### config.mk
export PLATFORM = sky130hd
export DESIGN_NAME = mac_driver
export DESIGN_NICKNAME = d
export VERILOG_FILES = /design/src/rtl/mac_driver.sv
export SDC_FILE = /design/constraint.sdc
export NUM_CORES = 1
export LEC_CHECK = 0
export ABC_AREA = 1
export CORE_UTILIZATION = 30
export CTS_BUF_LIST = sky130_fd_sc_hd__clkbuf_4 sky130_fd_sc_hd__clkbuf_8
export DETAILED_ROUTE_END_ITERATION = 16
export DONT_BUFFER_PORTS = 1
export GPL_TIMING_DRIVEN = 0
export HOLD_SLACK_MARGIN = 0.08
export PLACE_DENSITY_LB_ADDON = 0.25
export RECOVER_POWER = 25
export SLEW_MARGIN = 0
export SYNTH_ARGS = -nofsm -noshare
export SYNTH_HDL_FRONTEND = slang
export SYNTH_SLANG_ARGS = --single-unit
### constraint.sdc
create_clock -name clk -period 4 [get_ports clk]
set_clock_uncertainty 0.15 [all_clocks]
set_input_delay 0.8 -clock clk [delete_from_list [all_inputs] [get_ports clk]]
set_output_delay 0.8 -clock clk [all_outputs]
set_load 0.01 [all_outputs]
### src/rtl/mac_driver.sv
// rtl/mac_driver.sv - Operand driver for a fixed-latency MAC with a credit-limited, tagged result FIFO.
module mac_driver #(
  parameter int LAT   = 3,
  parameter int DEPTH = 4
) (
  input  logic       clk,
  input  logic       rst_n,
  input  logic       in_valid,
  output logic       in_ready,
  input  logic [3:0] in_a,
  input  logic [3:0] in_b,
  input  logic [3:0] in_coef,
  output logic [3:0] mac_ina,
  output logic [3:0] mac_inb,
  output logic [3:0] mac_coef,
  input  logic [7:0] mac_out,
  output logic       res_valid,
  input  logic       res_ready,
  output logic [7:0] res_data,
  output logic [1:0] res_tag,
  output logic       busy
);

  localparam int AW = (DEPTH > 1) ? $clog2(DEPTH) : 1;
  localparam int CW = $clog2(DEPTH + 1);
  localparam int IW = $clog2(LAT + 2);
  localparam int OW = $clog2(DEPTH + LAT + 2);

  logic [LAT:0]  r_vld;
  logic [1:0]    r_tagp [0:LAT];
  logic [1:0]    r_tag;
  logic [AW-1:0] r_wr_ptr;
  logic [AW-1:0] r_rd_ptr;
  logic [CW-1:0] r_count;
  logic [9:0]    r_mem [0:DEPTH-1];

  logic          w_acc;
  logic          w_wr;
  logic          w_pop;
  logic [IW-1:0] w_inflight;
  logic [OW-1:0] w_occ;

  always_comb begin
    w_inflight = '0;
    for (int i = 0; i <= LAT; i++) begin
      w_inflight = w_inflight + IW'(r_vld[i]);
    end
  end

  // Credits cover both pipeline and FIFO, so a completing result always has a slot.
  assign w_occ     = OW'(r_count) + OW'(w_inflight);
  assign in_ready  = (w_occ < OW'(DEPTH));
  assign w_acc     = in_valid && in_ready;
  assign w_wr      = r_vld[LAT];
  assign res_valid = (r_count != '0);
  assign w_pop     = res_valid && res_ready;
  assign res_data  = res_valid ? r_mem[r_rd_ptr][7:0] : 8'h00;
  assign res_tag   = res_valid ? r_mem[r_rd_ptr][9:8] : 2'b00;
  assign busy      = (w_inflight != '0) || (r_count != '0);

  always_ff @(posedge clk or negedge rst_n) begin
    if (!rst_n) begin
      mac_ina  <= '0;
      mac_inb  <= '0;
      mac_coef <= '0;
      r_tag    <= '0;
      r_vld    <= '0;
      for (int i = 0; i <= LAT; i++) r_tagp[i] <= '0;
    end else begin
      if (w_acc) begin
        mac_ina  <= in_a;
        mac_inb  <= in_b;
        mac_coef <= in_coef;
        r_tag    <= r_tag + 2'd1;
      end
      r_vld[0]  <= w_acc;
      r_tagp[0] <= r_tag;
      for (int i = 1; i <= LAT; i++) begin
        r_vld[i]  <= r_vld[i-1];
        r_tagp[i] <= r_tagp[i-1];
      end
    end
  end

  always_ff @(posedge clk or negedge rst_n) begin
    if (!rst_n) begin
      r_wr_ptr <= '0;
      r_rd_ptr <= '0;
      r_count  <= '0;
    end else begin
      if (w_wr) r_wr_ptr <= (r_wr_ptr == AW'(DEPTH - 1)) ? '0 : r_wr_ptr + AW'(1);
      if (w_pop) r_rd_ptr <= (r_rd_ptr == AW'(DEPTH - 1)) ? '0 : r_rd_ptr + AW'(1);
      case ({w_wr, w_pop})
        2'b10:   r_count <= r_count + CW'(1);
        2'b01:   r_count <= r_count - CW'(1);
        default: r_count <= r_count;
      endcase
    end
  end

  always_ff @(posedge clk) begin
    if (w_wr) r_mem[r_wr_ptr] <= {r_tagp[LAT], mac_out};
  end

endmodule

==> impl_summary.txt <==
----------------------------------------------------
[STA]
  Shortest clock period the worst path allows after layout ... approximately 3.5 ns
  Final worst path period share ... 86.75%
  Minimum setup slack in the final design ... 0.5302 ns
  Actual slew at the worst max-slew pin ... 1.687 ns
  Peak Freq ... 288.2 MHz
  Total count of hold-check failures in the final report ... 0
  Number of endpoints failing setup at the final stage ... 0
  Headroom to the max-slew limit ... -12.45%
  Pins Over Slew Limit ... 34
  Setup repair after global routing missed its margin ... no
  Total Negative Setup Slacks ... 0 ns

[Logic synthesis]
  Cells taking the most area after synthesis ... sky130_fd_sc_hd__edfxtp_1 38%, sky130_fd_sc_hd__dfrtp_1 26%, sky130_fd_sc_hd__nand2_1 12%, sky130_fd_sc_hd__inv_1 4.6%, sky130_fd_sc_hd__ha_1 4.0%
  Combined area of all synthesized cells ... 3125 um^2
  Syn avg cell area ... 10.70 um^2
  Syn Inst Count ... 292
  Synth warn ... 0
  Top-area cell type share of the netlist area ... between 30% and 40%
  Most used flip-flop cell after synthesis ... sky130_fd_sc_hd__edfxtp_1
  Syn_nets ... 328
  Synthesized flop and latch total ... 73
  Count of cell types in the netlist ... 27
  Asr flop ratio synth ... between 40 and 50%
  Post-synth top area cell ... sky130_fd_sc_hd__edfxtp_1
  Part of the Yosys area used for sequential elements ... between 60% and 70%
  EDFF count, synth ... 40

[Final layout]
  Combined area of the multi-input logic cells ... about 870 um^2
  Final #Nets ... 340
  Cell Count, Final, Fillers Out ... ~440
  Final core utilization ... 35.60%
  Growth of design area from synthesis to finish ... 13.37%
  Antenna diode instance count ... 0
  Share of final-layout standard cells stronger than drive strength 1 ... approximately 11%
  Fillers ... 991
  Sequential Area ... roughly 2000 um^2

[Clock tree]
  Clock Tree Buf Depth ... 2
  Clock root buffer ... sky130_fd_sc_hd__clkbuf_8
  Maximum level of the CTS H-tree ... 3
  Number of clock buffers inserted by TritonCTS ... 9
  TritonCTS clock tree ... done
  Clock network latency to the later pin of the worst-skew pair ... roughly 0.34 ns
  Clock-pin slew on the worst setup and hold paths ... 0.08 ns
  Post-CTS Setup Repair Bufs ... 0
  Clock tree sinks ... 73

[Job]
  Max cap viols ... 1

[Placement]
  Routability congestion estimate ... 0.6818
  Port-buffer cells ... 0
  Detailed placer's ending HPWL ... roughly 3.8 mm
  Dpl cells ... between 400 and 500
  Setup slack after placement ... ~0.88 ns

[Detailed routing]
  DR WL/cell ... 13.02 um
  Overall routed net length ... approximately 5.8 mm
  Remaining routing DRC violations ... 0
  Vias/cell ... 4.256
  Count of antenna-violating nets left after detailed routing ... 0
  Via count ... ~1,900
  Count of routing violations after the opening detailed-route iteration ... 55
  TritonRoute pass-1 iters ... 4

[Power]
  Switching power summed over all nets ... about 1.1 mW
  Switching share of power ... 37.79%
  Comb pwr share ... between 30% and 40%
  Maximum vdd ir drop ... 375.7 uV
  Share of total power in sequential cells ... 40.8%
  PD cells ... ~830 nW/um^2
  Static leakage power ... between 1.5 and 2 nW
  Internal portion of total power ... approximately 1.8 mW
  Clk pwr share ... 24.1%

[Setup path]
  Most numerous cell on the critical path ... sky130_fd_sc_hd__ha_1
  Worst reg-to-reg path cell count ... 10
  Critical path fanouts, max ... 10
  Crit path largest cell delay ... 0.49 ns
  Endpoint type of the worst setup path ... output pin
  Slowest library cell on the worst path ... sky130_fd_sc_hd__fa_1
  Critical-path cell list ... fa_1 -> ha_1 -> ha_1 -> ha_1 -> nor2_4 -> nand2_2 -> nor2_4 -> buf_8
  Category of the worst setup path launch point ... register
  Reg-to-Reg End ... mac_ina[1]$_DFFE_PN0P_
  Worst reg2reg startpoint ... r_vld[0]$_DFF_PN0_
  R2R Setup Slk ... about 1.5 ns
  Data arrival time at the worst-slack endpoint ... between 2 and 3 ns
  Critical path class ... register to output pin
  Data required time at the worst endpoint ... 3.05 ns

[Global routing]
  Gr ovfl total ... 0
  Via count of the first global-routing pass ... 1,911
  Antenna violations before repair ... 0
  Wire length of the first global-routing pass ... 9.708 mm
  Overall Global Routing Usage ... between 10% and 20%
  Largest net degree at the start of global routing ... 34

[Hold path]
  Number of stages on the worst hold path ... 0
  Start point of the worst min-delay path ... r_tagp[7]$_DFF_PN0_
  Hold-critical path endpoint ... r_tagp[5]$_DFF_PN0_
  Class of the most critical hold timing path ... register to register

[Floorplanning]
  Core ar. ... around 10000 um^2
  Full die area ... 10,830 um^2
  Initial Utilization ... a little under a third
  DIE WIDTH ... 104.1 um
  DIE HEIGHT ... around 100 um
  Std cell rows ... 36
  Top Ports ... 49

[Outcome]
  Violations in the final reports ... max-capacitance violations, max-slew violations
  Run status ... finished, violations left

----------------------------------------------------
[per-layer routing]
layer | vias up | global-route usage (%) | share of wire, %
met1 | 873 | 15.05 | 46
met5 | - | 0 | 0
met4 | 0 | 4.592 | 1.6
met2 | 49 | 18.19 | 47
li1 | 951 | - | -
met3 | 8 | 4.135 | 5.5
[layout make-up]
type	count	share of cell area, %
well taps	133	4.696
repair buffers	1	0.1059
plain buffers	10	2.119
inverters	40	4.237
multi-input cells	169	24.65
flip-flops and latches	73	57.20
clock inverters	6	3.284
clock buffers	10	3.708
[cells in the mapped netlist, types with 2 or more instances]
cell type                  instances
sky130_fd_sc_hd__nand3_1          25
sky130_fd_sc_hd__dfrtp_1          33
sky130_fd_sc_hd__o21ai_0           4
sky130_fd_sc_hd__nand2_1         104
sky130_fd_sc_hd__buf_2             4
sky130_fd_sc_hd__ha_1             10
sky130_fd_sc_hd__edfxtp_1         40
sky130_fd_sc_hd__fa_1              2
sky130_fd_sc_hd__or2_2             2
sky130_fd_sc_hd__nand3_2           2
sky130_fd_sc_hd__nor2_4            2
sky130_fd_sc_hd__inv_1            38
sky130_fd_sc_hd__a21oi_1          11
sky130_fd_sc_hd__clkbuf_1          2
[sequential cells by signal, indices dropped and copies added (netlist names)]
register,flops
r_mem,40
r_tagp,8
mac_coef,4
mac_ina,4
mac_inb,4
r_vld,4
r_count,3
r_rd_ptr,2
r_tag,2
r_wr_ptr,2
[worst max-delay path: cells and delay by family (launching register included)]
family,cells,cell delay [ns]
fa+ha+maj,4,1.20
flops,1,0.40
simple gates,3,0.40
buf+inv,1,0.17
[metrics by stage]
step	hold slack [ns]	power [mW]	cell area, um^2
after detailed placement	0.1847	2.258	3292
after global routing	0.2172	3.175	3543
final	0.1965	2.928	3543
after CTS	0.1099	2.987	3560
after global placement	0.1813	2.222	3292
after floorplan	0.1812	1.997	3126
[cell families after synthesis]
| logic type | Yosys count | synth area share (%) |
|---|---|---|
| xor+xnor | 2 | 0.5606 |
| fa+ha+maj | 12 | 5.284 |
| simple gates | 140 | 19.70 |
| flops | 73 | 64.85 |
| compound gates | 15 | 2.402 |
| buf+inv | 50 | 7.206 |
[cell usage in the layout (no fill, tap or decap)]
cell type and instances:
sky130_fd_sc_hd__or2_2 2, sky130_fd_sc_hd__edfxtp_1 40, sky130_fd_sc_hd__inv_2 1, sky130_fd_sc_hd__bufinv_16 3, sky130_fd_sc_hd__ha_1 10, sky130_fd_sc_hd__buf_2 4
sky130_fd_sc_hd__nand3_2 2, sky130_fd_sc_hd__nand2_2 1, sky130_fd_sc_hd__clkinv_1 1, sky130_fd_sc_hd__o21ai_0 4, sky130_fd_sc_hd__nand4_1 1, sky130_fd_sc_hd__clkbuf_8 10
sky130_fd_sc_hd__buf_8 1, sky130_fd_sc_hd__nor3_1 1, sky130_fd_sc_hd__inv_6 1, sky130_fd_sc_hd__a21oi_1 11, sky130_fd_sc_hd__xor2_1 1, sky130_fd_sc_hd__xnor2_1 1
sky130_fd_sc_hd__clkinv_4 2, sky130_fd_sc_hd__nand3_1 25, sky130_fd_sc_hd__inv_1 38, sky130_fd_sc_hd__buf_4 1, sky130_fd_sc_hd__clkbuf_4 1, sky130_fd_sc_hd__nand4_4 1
sky130_fd_sc_hd__buf_6 1, sky130_fd_sc_hd__nor2_4 2, sky130_fd_sc_hd__clkbuf_1 3, sky130_fd_sc_hd__nand2_1 104, sky130_fd_sc_hd__dfrtp_1 33, sky130_fd_sc_hd__fa_1 2
sky130_fd_sc_hd__nor2_2 1
[how the worst max path moves through the flow]
stage                  startpoint       end  slack [ns]
6_report       r_vld[0]$_DFF_PN0_  in_ready        0.53
5_1_grt        r_vld[0]$_DFF_PN0_  in_ready        0.38
4_1_cts        r_vld[0]$_DFF_PN0_  in_ready        0.48
3_5_place_dp   r_vld[0]$_DFF_PN0_  in_ready        0.88
3_3_place_gp   r_vld[0]$_DFF_PN0_  in_ready        0.92
2_1_floorplan  r_vld[0]$_DFF_PN0_  in_ready        1.04
[power groups by stage]
stage / sequential (mW) / clock (mW) / combinational [mW]
5_1_grt: 1.22 / 0.764 / 1.19
3_5_place_dp: 1.21 / 0 / 1.05
3_3_place_gp: 1.21 / 0 / 1.02
6_report: 1.19 / 0.706 / 1.03
2_1_floorplan: 1.18 / 0 / 0.821
4_1_cts: 1.20 / 0.729 / 1.06
[what timing repair did]
item / CTS / global route
endpoints found under the hold margin: 33 / 0
resized for setup: 0 / 0
hold buffers: 1 / 0
Power figures use the tool's default switching activity.
